$ cat src/rtl/canvas_cmd_issuer_pkg.sv
// ----------------------------------------------------------------------------
// canvas_cmd_issuer_pkg
//   Shared definitions for the canvas command issuer. The canvas decoder uses
//   the same FSM state encodings and default command width.
//   Contents:
//     state_t        issuer FSM states (ST_IDLE / ST_STROBE / ST_GAP)
//     CMD_W_DEFAULT  default width of one command word
//     GAP_CNT_W      width of the inter-strobe gap counter (GAP_CYCLES <= 255)
// ----------------------------------------------------------------------------
package canvas_cmd_issuer_pkg;

    typedef enum logic [1:0] {
        ST_IDLE   = 2'd0,
        ST_STROBE = 2'd1,
        ST_GAP    = 2'd2
    } state_t;

    localparam int CMD_W_DEFAULT = 32;
    localparam int GAP_CNT_W     = 8;

endpackage : canvas_cmd_issuer_pkg

$ cat src/rtl/canvas_cmd_issuer_if.sv
// ----------------------------------------------------------------------------
// canvas_cmd_issuer_if
//   Valid/ready push channel between a command producer and the issuer.
//   Signals:
//     valid  producer has a command word on data
//     ready  issuer FIFO can accept a word this cycle
//     data   command word
//   Modports:
//     master  producer side (drives valid/data, observes ready)
//     slave   issuer side   (observes valid/data, drives ready)
// ----------------------------------------------------------------------------
interface canvas_cmd_issuer_if
    import canvas_cmd_issuer_pkg::*;
#(
    parameter int DATA_W = CMD_W_DEFAULT
) ();

    logic              valid;
    logic              ready;
    logic [DATA_W-1:0] data;

    modport master (output valid, output data, input ready);
    modport slave  (input valid, input data, output ready);

endinterface : canvas_cmd_issuer_if

$ cat src/rtl/canvas_cmd_issuer_fifo.sv
// ----------------------------------------------------------------------------
// canvas_cmd_issuer_fifo  (the cmd_fifo sub-block of the issuer)
//   Synchronous FIFO with write, read and flush. Storage is an inferred RAM;
//   the head word is read combinationally so the issuer can capture it on the
//   same edge that pops it. Full/empty come from the occupancy count, so the
//   pointers may be equal in both cases.
//   Ports:
//     i_clk     clock, rising edge
//     i_rst     synchronous reset, active-high (clears pointers and level)
//     i_wr      write request; ignored while full or flushing
//     i_data    word to write
//     i_rd      read (pop) request; ignored while empty
//     i_flush   drop every queued word; a same-cycle write is dropped too
//     o_head    word at the read pointer
//     o_level   number of queued words, 0..2**DEPTH_LOG2
//     o_full    level == 2**DEPTH_LOG2
//     o_empty   level == 0
// ----------------------------------------------------------------------------
module canvas_cmd_issuer_fifo #(
    parameter int DATA_W     = 32,
    parameter int DEPTH_LOG2 = 4
) (
    input  logic                  i_clk,
    input  logic                  i_rst,
    input  logic                  i_wr,
    input  logic [DATA_W-1:0]     i_data,
    input  logic                  i_rd,
    input  logic                  i_flush,
    output logic [DATA_W-1:0]     o_head,
    output logic [DEPTH_LOG2:0]   o_level,
    output logic                  o_full,
    output logic                  o_empty
);

    localparam int                DEPTH    = 1 << DEPTH_LOG2;
    localparam logic [DEPTH_LOG2:0] LVL_FULL = {1'b1, {DEPTH_LOG2{1'b0}}};
    localparam logic [DEPTH_LOG2:0] LVL_ONE  = {{DEPTH_LOG2{1'b0}}, 1'b1};

    logic [DATA_W-1:0]     r_mem [DEPTH];
    logic [DEPTH_LOG2-1:0] r_wr_ptr;
    logic [DEPTH_LOG2-1:0] r_rd_ptr;
    logic [DEPTH_LOG2:0]   r_level;

    logic w_push;
    logic w_pop;

    assign o_full  = (r_level == LVL_FULL);
    assign o_empty = (r_level == '0);
    assign o_level = r_level;
    assign o_head  = r_mem[r_rd_ptr];

    // A flush wins over a same-cycle write so the flushed queue stays empty.
    assign w_push = i_wr & ~o_full & ~i_flush;
    assign w_pop  = i_rd & ~o_empty;

    // NOTE: sequential state is updated with <= so every register samples the
    // pre-edge values of its neighbours; = here would create order-dependent races.
    always_ff @(posedge i_clk) begin
        if (i_rst) begin
            r_wr_ptr <= '0;
            r_rd_ptr <= '0;
            r_level  <= '0;
        end else if (i_flush) begin
            // The write pointer does not move (push is suppressed), so snapping
            // the read pointer onto it empties the queue even if a pop is in flight.
            r_rd_ptr <= r_wr_ptr;
            r_level  <= '0;
        end else begin
            if (w_push) r_wr_ptr <= r_wr_ptr + 1'b1;
            if (w_pop)  r_rd_ptr <= r_rd_ptr + 1'b1;
            case ({w_push, w_pop})
                2'b10:   r_level <= r_level + LVL_ONE;
                2'b01:   r_level <= r_level - LVL_ONE;
                default: r_level <= r_level;
            endcase
        end
    end

    // NOTE: the storage array has no reset; the level count alone decides which
    // entries are meaningful, and leaving it unreset lets it map onto RAM.
    always_ff @(posedge i_clk) begin
        if (w_push) r_mem[r_wr_ptr] <= i_data;
    end

endmodule : canvas_cmd_issuer_fifo

$ cat src/rtl/canvas_cmd_issuer.sv
// ----------------------------------------------------------------------------
// canvas_cmd_issuer
//   Initiator side of the canvas command interface. Command words pushed by a
//   producer are queued in a FIFO and issued one per single-cycle strobe, with
//   at least GAP_CYCLES low cycles after each strobe. With BLANK_ONLY=1 a new
//   strobe starts only while the scan is blanked; a strobe already started
//   always completes together with its gap.
//   Ports:
//     i_pix_clk   pixel clock, rising edge
//     i_rst       synchronous reset, active-high
//     s_push      producer push channel (valid / ready / data)
//     i_blank     1 = display outside the active area
//     i_flush     discard every queued, unissued word
//     o_cmd_clk   one-cycle command strobe to the canvas
//     o_cmd_data  command word; valid with o_cmd_clk, held until the next strobe
//     o_level     number of queued words
//     o_busy      words queued or a strobe/gap in progress
// ----------------------------------------------------------------------------
module canvas_cmd_issuer
    import canvas_cmd_issuer_pkg::*;
#(
    parameter int DATA_W     = CMD_W_DEFAULT,
    parameter int DEPTH_LOG2 = 4,
    parameter int GAP_CYCLES = 2,   // 1..255
    parameter int BLANK_ONLY = 1
) (
    input  logic                 i_pix_clk,
    input  logic                 i_rst,
    canvas_cmd_issuer_if.slave   s_push,
    input  logic                 i_blank,
    input  logic                 i_flush,
    output logic                 o_cmd_clk,
    output logic [DATA_W-1:0]    o_cmd_data,
    output logic [DEPTH_LOG2:0]  o_level,
    output logic                 o_busy
);

    localparam logic [GAP_CNT_W-1:0] GAP_LOAD = GAP_CNT_W'(GAP_CYCLES - 1);
    localparam logic                 ANY_TIME = (BLANK_ONLY == 0);

    state_t               r_state;
    state_t               w_state_nxt;
    logic [GAP_CNT_W-1:0] r_gap_cnt;
    logic [GAP_CNT_W-1:0] w_gap_cnt_nxt;
    logic                 r_cmd_clk;
    logic [DATA_W-1:0]    r_cmd_data;

    logic                 w_go;
    logic                 w_pop;
    logic                 w_full;
    logic                 w_empty;
    logic [DATA_W-1:0]    w_head;

    canvas_cmd_issuer_fifo #(
        .DATA_W     (DATA_W),
        .DEPTH_LOG2 (DEPTH_LOG2)
    ) u_cmd_fifo (
        .i_clk   (i_pix_clk),
        .i_rst   (i_rst),
        .i_wr    (s_push.valid),
        .i_data  (s_push.data),
        .i_rd    (w_pop),
        .i_flush (i_flush),
        .o_head  (w_head),
        .o_level (o_level),
        .o_full  (w_full),
        .o_empty (w_empty)
    );

    // Ready depends only on the registered level, never on a same-cycle pop.
    assign s_push.ready = ~w_full;

    // Uses the registered level: a word pushed this edge is issued next edge.
    assign w_go = ~w_empty & (i_blank | ANY_TIME);

    // ---------------- state register ----------------
    always_ff @(posedge i_pix_clk) begin
        if (i_rst) r_state <= ST_IDLE;
        else       r_state <= w_state_nxt;
    end

    // ---------------- next-state logic ----------------
    // NOTE: every always_comb output gets a default first so no path through
    // the case leaves it unassigned, which would infer a latch.
    always_comb begin
        w_state_nxt = r_state;
        unique case (r_state)
            ST_IDLE:   if (w_go) w_state_nxt = ST_STROBE;
            ST_STROBE: w_state_nxt = ST_GAP;
            ST_GAP:    if (r_gap_cnt == '0) w_state_nxt = ST_IDLE;
            default:   w_state_nxt = ST_IDLE;
        endcase
    end

    // ---------------- output logic ----------------
    always_comb begin
        w_pop         = 1'b0;
        w_gap_cnt_nxt = r_gap_cnt;
        unique case (r_state)
            ST_IDLE:   w_pop = w_go;
            ST_STROBE: w_gap_cnt_nxt = GAP_LOAD;
            ST_GAP:    if (r_gap_cnt != '0) w_gap_cnt_nxt = r_gap_cnt - 1'b1;
            default:   w_gap_cnt_nxt = '0;
        endcase
    end

    // Output and counter registers. The strobe is high only in the cycle after
    // a pop, i.e. exactly while the FSM sits in STROBE.
    always_ff @(posedge i_pix_clk) begin
        if (i_rst) begin
            r_cmd_clk  <= 1'b0;
            r_cmd_data <= '0;
            r_gap_cnt  <= '0;
        end else begin
            r_cmd_clk <= w_pop;
            r_gap_cnt <= w_gap_cnt_nxt;
            if (w_pop) r_cmd_data <= w_head;
        end
    end

    assign o_cmd_clk  = r_cmd_clk;
    assign o_cmd_data = r_cmd_data;
    assign o_busy     = (r_state != ST_IDLE) | ~w_empty;

endmodule : canvas_cmd_issuer

$ cat src/flat_wrapper.sv
// flat-port wrapper written by rule: the top's interface ports become plain ports
module canvas_cmd_issuer_flat import canvas_cmd_issuer_pkg::*;
#(
    parameter int DATA_W     = CMD_W_DEFAULT,
    parameter int DEPTH_LOG2 = 4,
    parameter int GAP_CYCLES = 2,            
    parameter int BLANK_ONLY = 1
)
  (i_pix_clk, i_rst, i_blank, i_flush, o_cmd_clk, o_cmd_data, o_level, o_busy, s_push_valid, s_push_data, s_push_ready);
  canvas_cmd_issuer_if #(.DATA_W(DATA_W)) s_push_i ();
  input  logic i_pix_clk;
  input  logic i_rst;
  input  logic i_blank;
  input  logic i_flush;
  output logic o_cmd_clk;
  output logic [DATA_W-1:0] o_cmd_data;
  output logic [DEPTH_LOG2:0] o_level;
  output logic o_busy;
  input wire logic [$bits(s_push_i.valid)-1:0] s_push_valid;
  input wire logic [$bits(s_push_i.data)-1:0] s_push_data;
  output wire logic [$bits(s_push_i.ready)-1:0] s_push_ready;
  assign s_push_i.valid = s_push_valid;
  assign s_push_i.data = s_push_data;
  assign s_push_ready = s_push_i.ready;
  canvas_cmd_issuer #(.DATA_W(DATA_W), .DEPTH_LOG2(DEPTH_LOG2), .GAP_CYCLES(GAP_CYCLES), .BLANK_ONLY(BLANK_ONLY)) u_core (.i_pix_clk(i_pix_clk), .i_rst(i_rst), .s_push(s_push_i), .i_blank(i_blank), .i_flush(i_flush), .o_cmd_clk(o_cmd_clk), .o_cmd_data(o_cmd_data), .o_level(o_level), .o_busy(o_busy));
endmodule
$ cat config.mk
export PLATFORM = sky130hd
export DESIGN_NAME = canvas_cmd_issuer_flat
export DESIGN_NICKNAME = d
export VERILOG_FILES = /design/src/rtl/canvas_cmd_issuer_pkg.sv /design/src/rtl/canvas_cmd_issuer_if.sv /design/src/rtl/canvas_cmd_issuer_fifo.sv /design/src/rtl/canvas_cmd_issuer.sv /design/src/flat_wrapper.sv
export SDC_FILE = /design/constraint.sdc
export NUM_CORES = 1
export LEC_CHECK = 0
export BUFFER_PORTS_ARGS = -buffer_cell sky130_fd_sc_hd__buf_2
export CAP_MARGIN = 20
export CORE_ASPECT_RATIO = 0.9
export CORE_MARGIN = 3
export CORE_UTILIZATION = 60
export CTS_BUF_LIST = sky130_fd_sc_hd__clkbuf_8
export CTS_CLUSTER_DIAMETER = 120
export DETAILED_ROUTE_END_ITERATION = 7
export GPL_TIMING_DRIVEN = 0
export PLACE_DENSITY = 0.86
export SLEW_MARGIN = 20
export SYNTH_ARGS = -nofsm -noshare
export SYNTH_HDL_FRONTEND = slang
export SYNTH_SLANG_ARGS = --single-unit
$ cat constraint.sdc
create_clock -name i_pix_clk -period 5.1 [get_ports i_pix_clk]
set_clock_uncertainty 0.15 [all_clocks]
set_input_delay 0.51 -clock i_pix_clk [delete_from_list [all_inputs] [get_ports i_pix_clk]]
set_output_delay 0.51 -clock i_pix_clk [all_outputs]
set_load 0.005 [all_outputs]
**Word level (Yosys, flattened, before mapping)**

Memory sizes are Yosys's and may differ from the RTL's. A register that Yosys moved wholly into a read port is not among the register bits.
Index checks and enable logic that the tools add are counted.

- Order comparisons: 0
- Add/subtract/negate cells: 5
- Reductions and logical operators: 11
- Equality and inequality tests: 8
- Bitwise logic cells: 9
- Shifts and indexed selects: 0
- Multiply operators: 0
- Mux-type cells: 11
- Divide/modulo/power cells: 0

Operators by type and width:

| kind | count |
|---|---|
| 8-bit one-hot mux with 3 select lines | 1 |
| 5-bit one-hot mux with 2 select lines | 1 |
| 4-bit by 1-bit adder with 4-bit output, second input constant | 2 |
| 8-bit zero test | 1 |
| 4-bit two-way mux | 2 |
| 8-bit two-way mux | 1 |
| 8-bit nonzero test | 1 |
| 8-bit by 1-bit subtractor with 8-bit output, second input constant | 1 |
| 2-bit by 1-bit != test with 1-bit output, second input constant | 3 |
| 2-bit one-hot mux with 3 select lines | 1 |
| 2-bit AND reduction | 3 |
| 2-bit nonzero test | 3 |
| 5-bit by 1-bit adder with 5-bit output, second input constant | 1 |
| 5-bit == test, second input constant | 1 |
| 5-bit zero test | 1 |
| 5-bit by 1-bit subtractor with 5-bit output, second input constant | 1 |
| 1-bit bitwise AND | 4 |
| 2-bit by 1-bit == test with 1-bit output, second input constant | 2 |
| 2-bit == test, second input constant | 2 |
| 2-bit two-way mux | 2 |
| 1-bit inverter | 4 |
| 1-bit two-way mux | 3 |
| 2-bit zero test | 1 |
| 2-bit OR reduction | 1 |
| 1-bit OR | 1 |

- Word-level logic and storage cells: 51
- RAM bits: 512
- Input bits: 37
- Memory bits (read-only): 0
- Memories kept: 1
- Output and inout bits: 40
- Register bits after elaboration: 24
- Bits in latches: 0

Memories:

| memory | depth | width | read ports | clocked after memory_dff | write ports | line | source |
|---|---|---|---|---|---|---|---|
| u_core.u_cmd_fifo.r_mem | 16 | 32 | 1 | 1 | 1 | canvas_cmd_issuer_fifo.sv:39 | `logic [DATA_W-1:0] r_mem [DEPTH];` |

**Longest topological paths before layout**

Gate-level depths: netlist of run 1.

- Depth in word-level cells: 7
- Gate-level depth with buffers: 15
- Mapped depth without buffers: 12

**By module**

A second synthesis of run 1 with hierarchy kept.

- Cells, all modules: 1,123
- Area total of the unflattened synthesis: 21,797.2 um^2

Modules (own cells, without submodules):

| module | seq. area each (um^2) | area each (um^2) | cells each | times used |
|---|---|---|---|---|
| canvas_cmd_issuer_fifo | 15,715.1 | 20,095.5 | 906 | 1 |
| canvas_cmd_issuer | 860.8 | 1,701.6 | 217 | 1 |

**Worst setup path after synthesis of run 1**

No wires, ideal clock.

- Kind: in2reg
- Start point: in i_flush
- End point: mem u_core.u_cmd_fifo.r_mem[0][0] (enable)
- Required time: 4,489 ps
- Stages: 4
- Buffers on the path: 0
- Path slack: 1,100 ps
- Setup time: 461 ps
- Data arrival time: 3,389 ps
- Cells stage by stage: nand2b_1 -> a21oi_1 -> nand2_1 -> nor3_1

- Cells in the longest elaborated chain, start to end: 4

RTL lines:

| element | line | source |
|---|---|---|
| start: declaration | flat_wrapper.sv:14 | `input logic i_flush;` |
| 1-bit inverter (no source line) | -- |  |
| 1-bit bitwise AND | canvas_cmd_issuer_fifo.sv:53 | `assign w_push = i_wr & ~o_full & ~i_flush;` |
| 1-bit two-way mux | canvas_cmd_issuer_fifo.sv:82 | `if (w_push) r_mem[r_wr_ptr] <= i_data;` |
| 1-bit two-way mux (not written as such) | canvas_cmd_issuer_fifo.sv:82 |  |
| end: declaration | canvas_cmd_issuer_fifo.sv:39 |  |

No other way between the ends.

**Worst setup path after layout of run 1**

- Start point: reg u_core.r_state[1]
- End point: reg u_core.u_cmd_fifo.r_level[2], in the netlist u_core.u_cmd_fifo.o_level[2]

- Cells in the longest elaborated chain, start to end: 5
- Elaborated cells between the ends (all ways): 7
- Classes of those cells: 2 x eq/ne; 2 x mux; 1 x bitwise; 2 x reduce/logical

RTL lines:

| element | line | source |
|---|---|---|
| start: declaration | canvas_cmd_issuer.sv:41 | `state_t r_state;` |
| start signal: assignment | canvas_cmd_issuer.sv:79 | `else r_state <= w_state_nxt;` |
| 2-bit zero test (*) | canvas_cmd_issuer.sv:99 | `unique case (r_state)` |
| 1-bit two-way mux (*) | canvas_cmd_issuer.sv:99 |  |
| 1-bit bitwise AND (*) | canvas_cmd_issuer_fifo.sv:54 | `assign w_pop = i_rd & ~o_empty;` |
| 2-bit by 1-bit == test with 1-bit output / 2-bit == test (equally long branches) | canvas_cmd_issuer_fifo.sv:71 | `case ({w_push, w_pop})` |
| 5-bit one-hot mux with 2 select lines / 2-bit nonzero test (equally long branches) | -- |  |
| end signal: assignment | canvas_cmd_issuer_fifo.sv:72 | `2'b10: r_level <= r_level + LVL_ONE;` |
| end signal: assignment | canvas_cmd_issuer_fifo.sv:73 | `2'b01: r_level <= r_level - LVL_ONE;` |
| end signal: assignment | canvas_cmd_issuer_fifo.sv:74 | `default: r_level <= r_level;` |
| end: declaration | canvas_cmd_issuer_fifo.sv:42 | `logic [DEPTH_LOG2:0] r_level;` |

Mark *: on every way between the ends. The rest lies on a longest branch, timed or not.
A chain may end at the register's enable or synchronous reset.

==> impl_metrics.env, run 1 <==
export IMPL_path_clk_slew_ns=0.06
export IMPL_hold_path_class="in2reg"
export IMPL_wl_um=50800
export IMPL_drive_gt1_frac=0.308
export IMPL_portBuffers=76
export IMPL_ir_drop_mv=0.206
export IMPL_wl_met3_um=5060
export IMPL_syn_area_per_cell_um2=20.2
export IMPL_grt_pass1_wl_um=76300
export IMPL_vias_per_cell=6.46
export IMPL_die_area_um2=39200
export IMPL_tightest_slew_ns=1.08
export IMPL_ctsLongestPathBuffers=3
export IMPL_worst_r2r_endpoint="u_core.u_cmd_fifo.o_level[2]"
export IMPL_dp_hpwl_um=33300
export IMPL_slew_violations=0
export IMPL_io_pins=77
export IMPL_antenna_found_initial=3
export IMPL_yosys_register_bits=568
export IMPL_post_cts_buffers=0
export IMPL_whs_path_depth=1
export IMPL_grt_setup_unrepaired="false"
export IMPL_cp_required_ns=5.53
export IMPL_dr_pass1_iters=5
export IMPL_grt_pass1_vias=12300
export IMPL_p_leak_uw=0.00836
export IMPL_numCtsBuffers=87
export IMPL_clock_sinks=568
export IMPL_power_per_cell_area_nw_per_um2=377
export IMPL_die_y_um=188
export IMPL_yosysSeqAreaShare=0.745
export IMPL_setup_viol_count_final=0
export IMPL_coreArea_um2=36300
export IMPL_cp_max_fo=11
export IMPL_arrival_ns=4.14
export IMPL_async_reset_ff_frac=0
export IMPL_status="finished clean"
export IMPL_clock_fmax_mhz=269
export IMPL_wl_per_cell_um=27.5
export IMPL_top_layer="met5"
export IMPL_gp_congestion=0.781
export IMPL_final_antenna_net_count=0
export IMPL_netlist_area_um2=22100
export IMPL_drt_initial_drc_count=1631
export IMPL_dp_slack_ns=1.54
export IMPL_crit_path_end_kind="flip-flop"
export IMPL_nets=1346
export IMPL_r2r_start="u_core.r_state[1]"
export IMPL_grt_max_degree=20
export IMPL_area_growth_pct=15.1
export IMPL_synthFlopType="edfxtp_1"
export IMPL_cts_tree="done"
export IMPL_start_kind="flip-flop"
export IMPL_vias=11900
export IMPL_synth_warnings=0
export IMPL_finalCriticalPeriod_ns=3.71
export IMPL_tns_ns=0
export IMPL_synth_fp_nets=1149
export IMPL_criticalPathCategory="reg2reg"
export IMPL_placed_area_um2=23800
export IMPL_hold_buffers=0
export IMPL_grt_overflow_total=0
export IMPL_setup_reg_to_reg_worst_slack_ns=1.39
export IMPL_rr_worst_depth=15
export IMPL_wl_met1_um=19200
export IMPL_die_w_um=208
export IMPL_cts_max_level=3
export IMPL_setup_ws_ns=1.39
export IMPL_start_util=0.610
export IMPL_drc_errors=0
export IMPL_wl_met2_um=24800
export IMPL_slew_headroom=0.278
export IMPL_row_count=66
export IMPL_fin_crit_sh=0.728
export IMPL_grt_total_usage=0.263
export IMPL_clock_latency_ns=0.65
export IMPL_fin_area_um2=25500
export IMPL_cts_root_buf="clkbuf_8"
export IMPL_min_to="u_core.u_cmd_fifo.r_mem[0][6]"
export IMPL_synth_cells=1097
export IMPL_hold_start="s_push_data[6]"
export IMPL_synth_edf_count=512
export IMPL_cts_resized=0
export IMPL_maxCapViolCount=0
export IMPL_hold_viol=0
export IMPL_synth_cell_types=49
## layer usage
| layer | vias up | global-route usage |
|---|---|---|
| li1 | 4939 | - |
| met1 | 6074 | 0.366 |
| met2 | 761 | 0.415 |
| met3 | 153 | 0.0591 |
| met4 | 4 | 0.101 |
| met5 | - | 0 |
## critical path: stages, from the launching register on
cell      delay (ns)
dfxtp_1         0.34
inv_1           0.12
ha_1            0.15
clkbuf_1        0.32
and2_1          0.32
o21ai_4         0.19
inv_2           0.10
buf_2           0.33
ha_1            0.23
clkbuf_1        0.31
xor2_1          0.19
ha_1            0.21
a21oi_1         0.06
xor2_1          0.15
or3_1           0.32
a21oi_1         0.15
## state kept, by name (all words and copies together), names as in the netlist
name	cells
u_core.r_state	2
u_core.u_cmd_fifo.r_mem	512
u_core.u_cmd_fifo.o_level	5
u_core.r_gap_cnt	8
u_core.o_cmd_data	32
u_core.u_cmd_fifo.r_wr_ptr	4
u_core.u_cmd_fifo.r_rd_ptr	4
u_core.o_cmd_clk	1
## per-stage QoR
stage | utilization | total power (uW) | instances | hold slack (ns)
detailed placement | 0.655 | 6070 | 1681 | 0.348
global route | 0.702 | 9920 | 1846 | 0.0657
global placement | 0.637 | 6010 | 1649 | 0.329
floorplan | - | 5800 | 1097 | 0.316
finish | 0.702 | 9600 | 1846 | 0.0858
CTS | 0.702 | 9640 | 1845 | 0.0509
## synthesized netlist by cell type, types with 13 or more instances
library cell	number	area [um2]
mux4_2	114	2570
nand3b_1	27	203
o22ai_1	14	87.6
a21oi_1	18	90.1
edfxtp_1	512	15400
clkbuf_1	32	120
dfxtp_1	56	1120
buf_2	22	110
nor2_1	32	120
mux2i_1	82	821
inv_1	13	48.8
ha_1	15	188
o221ai_2	20	300
a211oi_1	17	128
## power by group
| part | internal (uW) | switching (uW) |
|---|---|---|
| sequential | 5140 | 47.7 |
| clock | 1880 | 1740 |
| combinational | 324 | 477 |
| total | 7340 | 2260 |
## kinds of logic after synthesis
| kind of cell | Yosys count | share of synthesized area |
|---|---|---|
| muxes | 196 | 0.153 |
| buffers and inverters | 81 | 0.0175 |
| DFF | 568 | 0.745 |
| adders and majority gates | 15 | 0.00848 |
| AOI/OAI and AO/OA | 100 | 0.0387 |
| xor gates and xnor gates | 13 | 0.00514 |
| and+or+nand+nor | 124 | 0.0317 |
## layout by cell type, fill, tap and decap left out, types with 17 or more instances in the layout
master	count
a21oi_1	18
edfxtp_1	512
nand3b_1	27
dfxtp_1	56
buf_2	98
a211oi_1	17
clkbuf_8	98
o221ai_2	20
inv_1	48
mux4_2	114
mux2i_1	82
nor2_1	20
clkbuf_1	32
## how the worst max path moves through the flow
| stage | slack, ns | cells past startpoint | end | from |
|---|---|---|---|---|
| global route | 1.19 | 15 | u_core.u_cmd_fifo.o_level[2] | u_core.r_state[1] |
| detailed placement | 1.54 | 15 | u_core.u_cmd_fifo.o_level[2] | u_core.r_state[1] |
| floorplan | 1.10 | 4 | u_core.u_cmd_fifo.r_mem[0][0] | i_flush |
| finish | 1.39 | 15 | u_core.u_cmd_fifo.o_level[2] | u_core.r_state[1] |
| CTS | 1.51 | 14 | u_core.u_cmd_fifo.o_level[2] | u_core.u_cmd_fifo.o_level[1] |
| global placement | -1.65 | 5 | u_core.u_cmd_fifo.r_mem[2][18] | i_flush |
## layout make-up
cell class / count / area [um2]
buffer: 67 / 335
sequential: 568 / 16500
fill: 2000 / 10800
clock inverter: 66 / 354
timing repair buffer: 108 / 922
antenna: 1 / 2.50
clock buffer: 98 / 1350
tap: 476 / 596
inverter: 14 / 52.6
multi-input combinational: 448 / 5360
Note: power is estimated with default switching activity, not from simulation.
==> inputs of run 2 (changes only) <==
ABC_AREA = 1   (was default)
CORE_UTILIZATION = 58   (was 60)
PLACE_DENSITY = 0.87   (was 0.86)
clock period = 3 ns   (was 5.1 ns; I/O delays follow)
==> run 2 against run 1 <==
The flow now finishes with violations (design-rule violations). Utilization is 2.4 points lower. Sequential power is 72% higher. Hold slack better by 0.0027 ns. Global-route usage is 6.3 points higher. Clock power is 65% higher. Cell count is 55% higher. Sequential cell count stayed put. First-iteration DRC count is 110% higher. Critical path type unchanged. Highest routed layer unchanged.
==> impl_metrics.env, run 2 <==
export IMPL_synthFlopType="edfxtp_1"
export IMPL_setup_viol_count_final=0
export IMPL_ir_drop_mv=0.305
export IMPL_row_count=69
export IMPL_async_reset_ff_frac=0
export IMPL_violations="design-rule violations"
export IMPL_vias_per_cell=6.30
export IMPL_clock_power_share=0.344
export IMPL_placed_area_um2=25100
export IMPL_tightest_slew_ns=0.984
export IMPL_clock_sinks=568
export IMPL_drc_errors=15
export IMPL_grtUsageMet3=0.118
export IMPL_clock_latency_ns=0.65
export IMPL_grt_overflow_total=0
export IMPL_antenna_found_initial=3
export IMPL_drt_initial_drc_count=3408
export IMPL_synth_area_leaders="edfxtp_1 65%, nor2_1 5.3%, nand3_1 5.1%"
export IMPL_p_leak_uw=0.0101
export IMPL_grt_max_degree=24
export IMPL_gp_congestion=0.933
export IMPL_coreArea_um2=39800
export IMPL_path_clk_slew_ns=0.06
export IMPL_slew_violations=0
export IMPL_synth_edf_count=512
export IMPL_power_total_uw=17400
export IMPL_grt_pass1_vias=17800
export IMPL_synth_compound_area_frac=0.0737
export IMPL_busiest_layer="met2"
export IMPL_numCtsBuffers=88
export IMPL_synth_top_family_by_area="simple AND/OR/NAND/NOR gates"
export IMPL_start_util=0.592
export IMPL_cts_tree="done"
export IMPL_final_antenna_net_count=0
export IMPL_status="finished with violations"
export IMPL_fin_area_um2=27000
export IMPL_die_w_um=218
export IMPL_fin_crit_sh=0.927
export IMPL_vias=18000
export IMPL_hold_path_class="in2reg"
export IMPL_max_flop_register="u_core.u_cmd_fifo.r_mem"
export IMPL_clock_fmax_mhz=360
export IMPL_synth_cells=2035
export IMPL_start_kind="flip-flop"
export IMPL_die_y_um=197
export IMPL_wl_um=70700
export IMPL_synth_fp_nets=2087
export IMPL_yosys_area_share_simple=0.159
export IMPL_synth_warnings=0
export IMPL_slew_headroom=0.344
export IMPL_synth_top_area_frac=0.653
export IMPL_die_area_um2=43000
export IMPL_io_pins=77
export IMPL_dr_pass1_iters=8
export IMPL_synth_cell_types=34
export IMPL_finalCriticalPeriod_ns=2.78
export IMPL_yosysSeqAreaShare=0.701
export IMPL_ctsLongestPathBuffers=3
export IMPL_portBuffers=75
export IMPL_grt_pass1_wl_um=104000
export IMPL_largest_reg_flops=512
export IMPL_combPwrFrac=0.145
export IMPL_crit_path_end_kind="flip-flop"
export IMPL_wl_per_cell_um=24.8
export IMPL_area_growth_pct=14.7
export IMPL_nets=2302
export IMPL_yosys_register_bits=568
export IMPL_synth_xor_area_frac=0.00223
export IMPL_cp_max_fo=20
export IMPL_switching_power_uw=4860
export IMPL_synth_area_leader_cell="edfxtp_1"
export IMPL_grt_util_met1=0.412
export IMPL_gr_usage_met2=0.499
export IMPL_synth_commonest_cells="512 x edfxtp_1, 331 x nor2_1, 273 x nand2_1, 242 x nand3_1, 135 x inv_1"
export IMPL_antennaDiodeCount=0
export IMPL_mostFrequentLayoutCell="edfxtp_1"
export IMPL_yosysMostFrequentCell="edfxtp_1"
export IMPL_drive_gt1_frac=0.154
export IMPL_power_per_cell_area_nw_per_um2=644
export IMPL_syn_area_per_cell_um2=11.6
export IMPL_grt_total_usage=0.326
export IMPL_synth_fa_ha_area_frac=0.00797
export IMPL_pwr_share_seq=0.511
export IMPL_cts_root_buf="clkbuf_8"
export IMPL_hold_viol=0
export IMPL_criticalPathCategory="reg2reg"
export IMPL_internal_power_uw=12500
export IMPL_synth_mux_area_frac=0
export IMPL_cp_required_ns=3.43
export IMPL_cts_max_level=3
export IMPL_final_cell_mix="512 x edfxtp_1, 315 x nor2_1, 273 x nand2_1"
export IMPL_netlist_area_um2=23500
export IMPL_arrival_ns=3.21
export IMPL_switching_share=0.279
export IMPL_grt_setup_unrepaired="false"
export IMPL_dp_hpwl_um=45100
export IMPL_maxCapViolCount=0
run 2: cell count changes after synthesis, moves of 33 or more:
cell and change:
nor2_1 +299, nand2_1 +262, nand3_1 +234, o21ai_1 +130
inv_1 +122, mux4_2 -114, mux2i_1 -82, o211ai_1 +56
o21ai_0 +48, nor2_2 +33
run 2: worst paths after layout:
kind	startpoint	to	slack (ns)	cells after the start
worst min-delay path	s_push_valid	u_core.u_cmd_fifo.r_wr_ptr[1]	0.09	5
worst max-delay path	u_core.r_state[0]	u_core.u_cmd_fifo.o_level[4]	0.22	16
worst min register to register	u_core.r_gap_cnt[7]	u_core.r_gap_cnt[7]	0.35	2
worst max register to register	u_core.r_state[0]	u_core.u_cmd_fifo.o_level[4]	0.22	16
run 2: cell families after synthesis:
kind of cell	Yosys count
buffers and inverters	260
flip-flops	568
AND/OR/NAND/NOR	887
adder cells (fa/ha/maj)	15
XOR/XNOR	6
AO/OA/AOI/OAI	299
run 2: power by group through the flow:
stage	registers, uW	clock network, uW	logic [uW]
after floorplan	9050	0	1470
after global placement	9050	0	2200
after detailed placement	9060	0	2320
after CTS	8890	5950	2400
after global routing	8910	6320	2690
final	8900	5990	2520
run 2: per-stage QoR:
stage | setup slack [ns] | std cells | util | TNS [ns] | hold WS (ns)
floorplan | 0.0544 | 2035 | - | 0 | 0.249
global placement | -1.58 | 2642 | 0.618 | -668.23 | 0.325
detailed placement | -0.00244 | 2658 | 0.630 | -0.00244 | 0.326
CTS | 0.0167 | 2855 | 0.679 | 0 | 0.000471
global route | 0.0305 | 2854 | 0.679 | 0 | 0.114
finish | 0.219 | 2854 | 0.679 | 0 | 0.0885
run 2: timing repair:
action,in CTS,in global routing
gates resized for setup,1,2
buffers inserted,0,0
endpoints found under the hold margin,521,0
endpoints found under the setup margin,1,3
hold buffers,35,0
run 2: final cells by class:
cell class / instances / area [um2]
Buffer: 120 / 801
Clock buffer: 91 / 1250
Clock inverter: 71 / 343
Fill cell: 2443 / 12800
Inverter: 139 / 524
Multi-Input combinational cell: 1207 / 5850
Sequential cell: 568 / 16500
Tap cell: 532 / 666
Timing Repair Buffer: 126 / 1080
run 2: metal layers:
metal | wire length [um] | up-vias
li1 | - | 7515
met5 | 41 | -
met2 | 31500 | 1767
met3 | 12200 | 401
met1 | 22800 | 8292
met4 | 4230 | 6
run 2: worst max-delay path: stages, from the launching register on:
cell and delay, ns:
dfxtp_1 0.34, inv_1 0.12, ha_2 0.24, nand3_2 0.17, inv_2 0.16, buf_8 0.23
ha_2 0.29, xor2_1 0.21, ha_1 0.17, inv_1 0.03, nand2_1 0.09, nand3_1 0.11
nand2_1 0.09, nand2_1 0.05, nand2_1 0.06, nand2_1 0.05, a21oi_1 0.11
==> inputs of run 3 (changes only) <==
--- a/constraint.sdc
+++ b/constraint.sdc
@@ -3,3 +3,3 @@
 set_input_delay 0.3 -clock i_pix_clk [delete_from_list [all_inputs] [get_ports i_pix_clk]]
 set_output_delay 0.3 -clock i_pix_clk [all_outputs]
-set_load 0.005 [all_outputs]
+set_load 0.02 [all_outputs]
==> run 3 against run 2 <==
The flow still finishes with violations (design-rule violations). Wire length grew 1.3%. Non-clock buffer count grew 6. First-iteration DRC count grew 2.3%. Highest routed layer unchanged.
==> impl_metrics.env, run 3 (synthesized netlist as in run 2, its figures left out) <==
export IMPL_die_w_um=218
export IMPL_grt_max_degree=23
export IMPL_drive_gt1_frac=0.158
export IMPL_cts_root_buf="clkbuf_8"
export IMPL_dr_pass1_iters=8
export IMPL_placed_area_um2=25100
export IMPL_finish_utilization=0.683
export IMPL_cp_required_ns=3.20
export IMPL_fin_area_um2=27200
export IMPL_antennaDiodeCount=0
export IMPL_power_per_cell_area_nw_per_um2=650
export IMPL_p_leak_uw=0.0102
export IMPL_setup_viol_count_final=0
export IMPL_ctsLongestPathBuffers=3
export IMPL_final_cell_mix="512 x edfxtp_1, 315 x nor2_1, 273 x nand2_1"
export IMPL_clock_sinks=568
export IMPL_finalCriticalPeriod_ns=2.88
export IMPL_criticalPathCategory="reg2reg"
export IMPL_cp_max_fo=18
export IMPL_area_growth_pct=15.5
export IMPL_nets=2307
export IMPL_drt_initial_drc_count=3485
export IMPL_cts_tree="done"
export IMPL_cts_max_level=3
export IMPL_worst_hold_slack_ns=0.0683
export IMPL_io_pins=77
export IMPL_grt_total_usage=0.330
export IMPL_arrival_ns=3.08
export IMPL_dp_hpwl_um=45300
export IMPL_ir_drop_mv=0.389
export IMPL_portBuffers=75
export IMPL_slew_headroom=0.323
export IMPL_max_flop_register="u_core.u_cmd_fifo.r_mem"
export IMPL_status="finished with violations"
export IMPL_grt_pass1_wl_um=105000
export IMPL_hold_viol=0
export IMPL_crit_path_end_kind="flip-flop"
export IMPL_maxCapViolCount=0
export IMPL_path_clk_slew_ns=0.06
export IMPL_mostFrequentLayoutCell="edfxtp_1"
export IMPL_fin_crit_sh=0.958
export IMPL_violations="design-rule violations"
export IMPL_coreArea_um2=39800
export IMPL_clock_fmax_mhz=348
export IMPL_drc_errors=1
export IMPL_final_antenna_net_count=0
export IMPL_largest_reg_flops=512
export IMPL_vias_per_cell=6.35
export IMPL_slew_violations=0
export IMPL_row_count=69
export IMPL_start_util=0.592
export IMPL_final_cells=2856
export IMPL_tightest_slew_ns=1.02
export IMPL_die_y_um=197
export IMPL_hold_path_class="in2reg"
export IMPL_die_area_um2=43000
export IMPL_start_kind="flip-flop"
export IMPL_dp_cells=2660
export IMPL_tns_ns=0
export IMPL_wl_um=71700
export IMPL_numCtsBuffers=87
export IMPL_gp_congestion=0.922
export IMPL_clock_latency_ns=0.68
export IMPL_grt_pass1_vias=18100
export IMPL_antenna_found_initial=5
export IMPL_vias=18100
export IMPL_wl_per_cell_um=25.1
export IMPL_grt_overflow_total=0
run 3: changes by cell type in the layout (fill, tap and decap cells not counted), sizes merged:
cell	before	now
clkinv	36	29
clkinvlp	2	5
inv	171	166
clkbuf	106	111
buf	196	202
run 3: stage by stage:
| step | power, uW | setup slack [ns] |
|---|---|---|
| after global routing | 18200 | -0.0490 |
| after detailed placement | 11500 | -0.0234 |
| after global placement | 11400 | -1.49 |
| after CTS | 17500 | 0.00665 |
| after floorplan | 10600 | -0.255 |
| final | 17700 | 0.125 |
run 3: final timing paths:
kind,start,endpoint,slack [ns],cells after the start
setup / recovery,u_core.u_cmd_fifo.o_level[2],u_core.u_cmd_fifo.r_mem[6][15],0.12,7
hold reg to reg,u_core.r_gap_cnt[7],u_core.r_gap_cnt[7],0.35,2
hold / removal,s_push_valid,u_core.u_cmd_fifo.r_wr_ptr[0],0.07,5
setup reg to reg,u_core.u_cmd_fifo.o_level[2],u_core.u_cmd_fifo.r_mem[6][15],0.12,7
run 3: report_power, final:
group	internal, uW	switching [uW]	leakage (uW)
combinational	826	1820	0.00417
sequential	8790	104	0.00507
clock	3050	3060	0.000923
run 3: layout make-up:
type                       instances  area, um2
sequential                       568      16500
clock inverter                    62        317
multi-input combinational       1207       5840
fill                            2511      12600
buffer                           120        806
timing repair buffer             132       1210
inverter                         139        524
tap                              532        666
clock buffer                      96       1320
run 3: per-layer routing:
metal | GRT usage | share of wire
met5 | 0 | 0.00084
met4 | 0.192 | 0.067
met3 | 0.108 | 0.17
met2 | 0.507 | 0.44
met1 | 0.417 | 0.32
run 3: critical path, stage by stage (launching register included):
cell,delay (ns)
dfxtp_1,0.40
inv_1,0.12
nand4_1,0.13
nand2_1,0.23
inv_1,0.25
nand2_1,0.33
nor2_4,0.71
buf_16,0.24
run 3: timing repair:
action                                 CTS  global route
pin swaps                                0             1
setup endpoints to repair                1            13
gates resized for setup                  1             2
buffers inserted                         0             4
hold buffers                            35             0
endpoints found under the hold margin  521             0
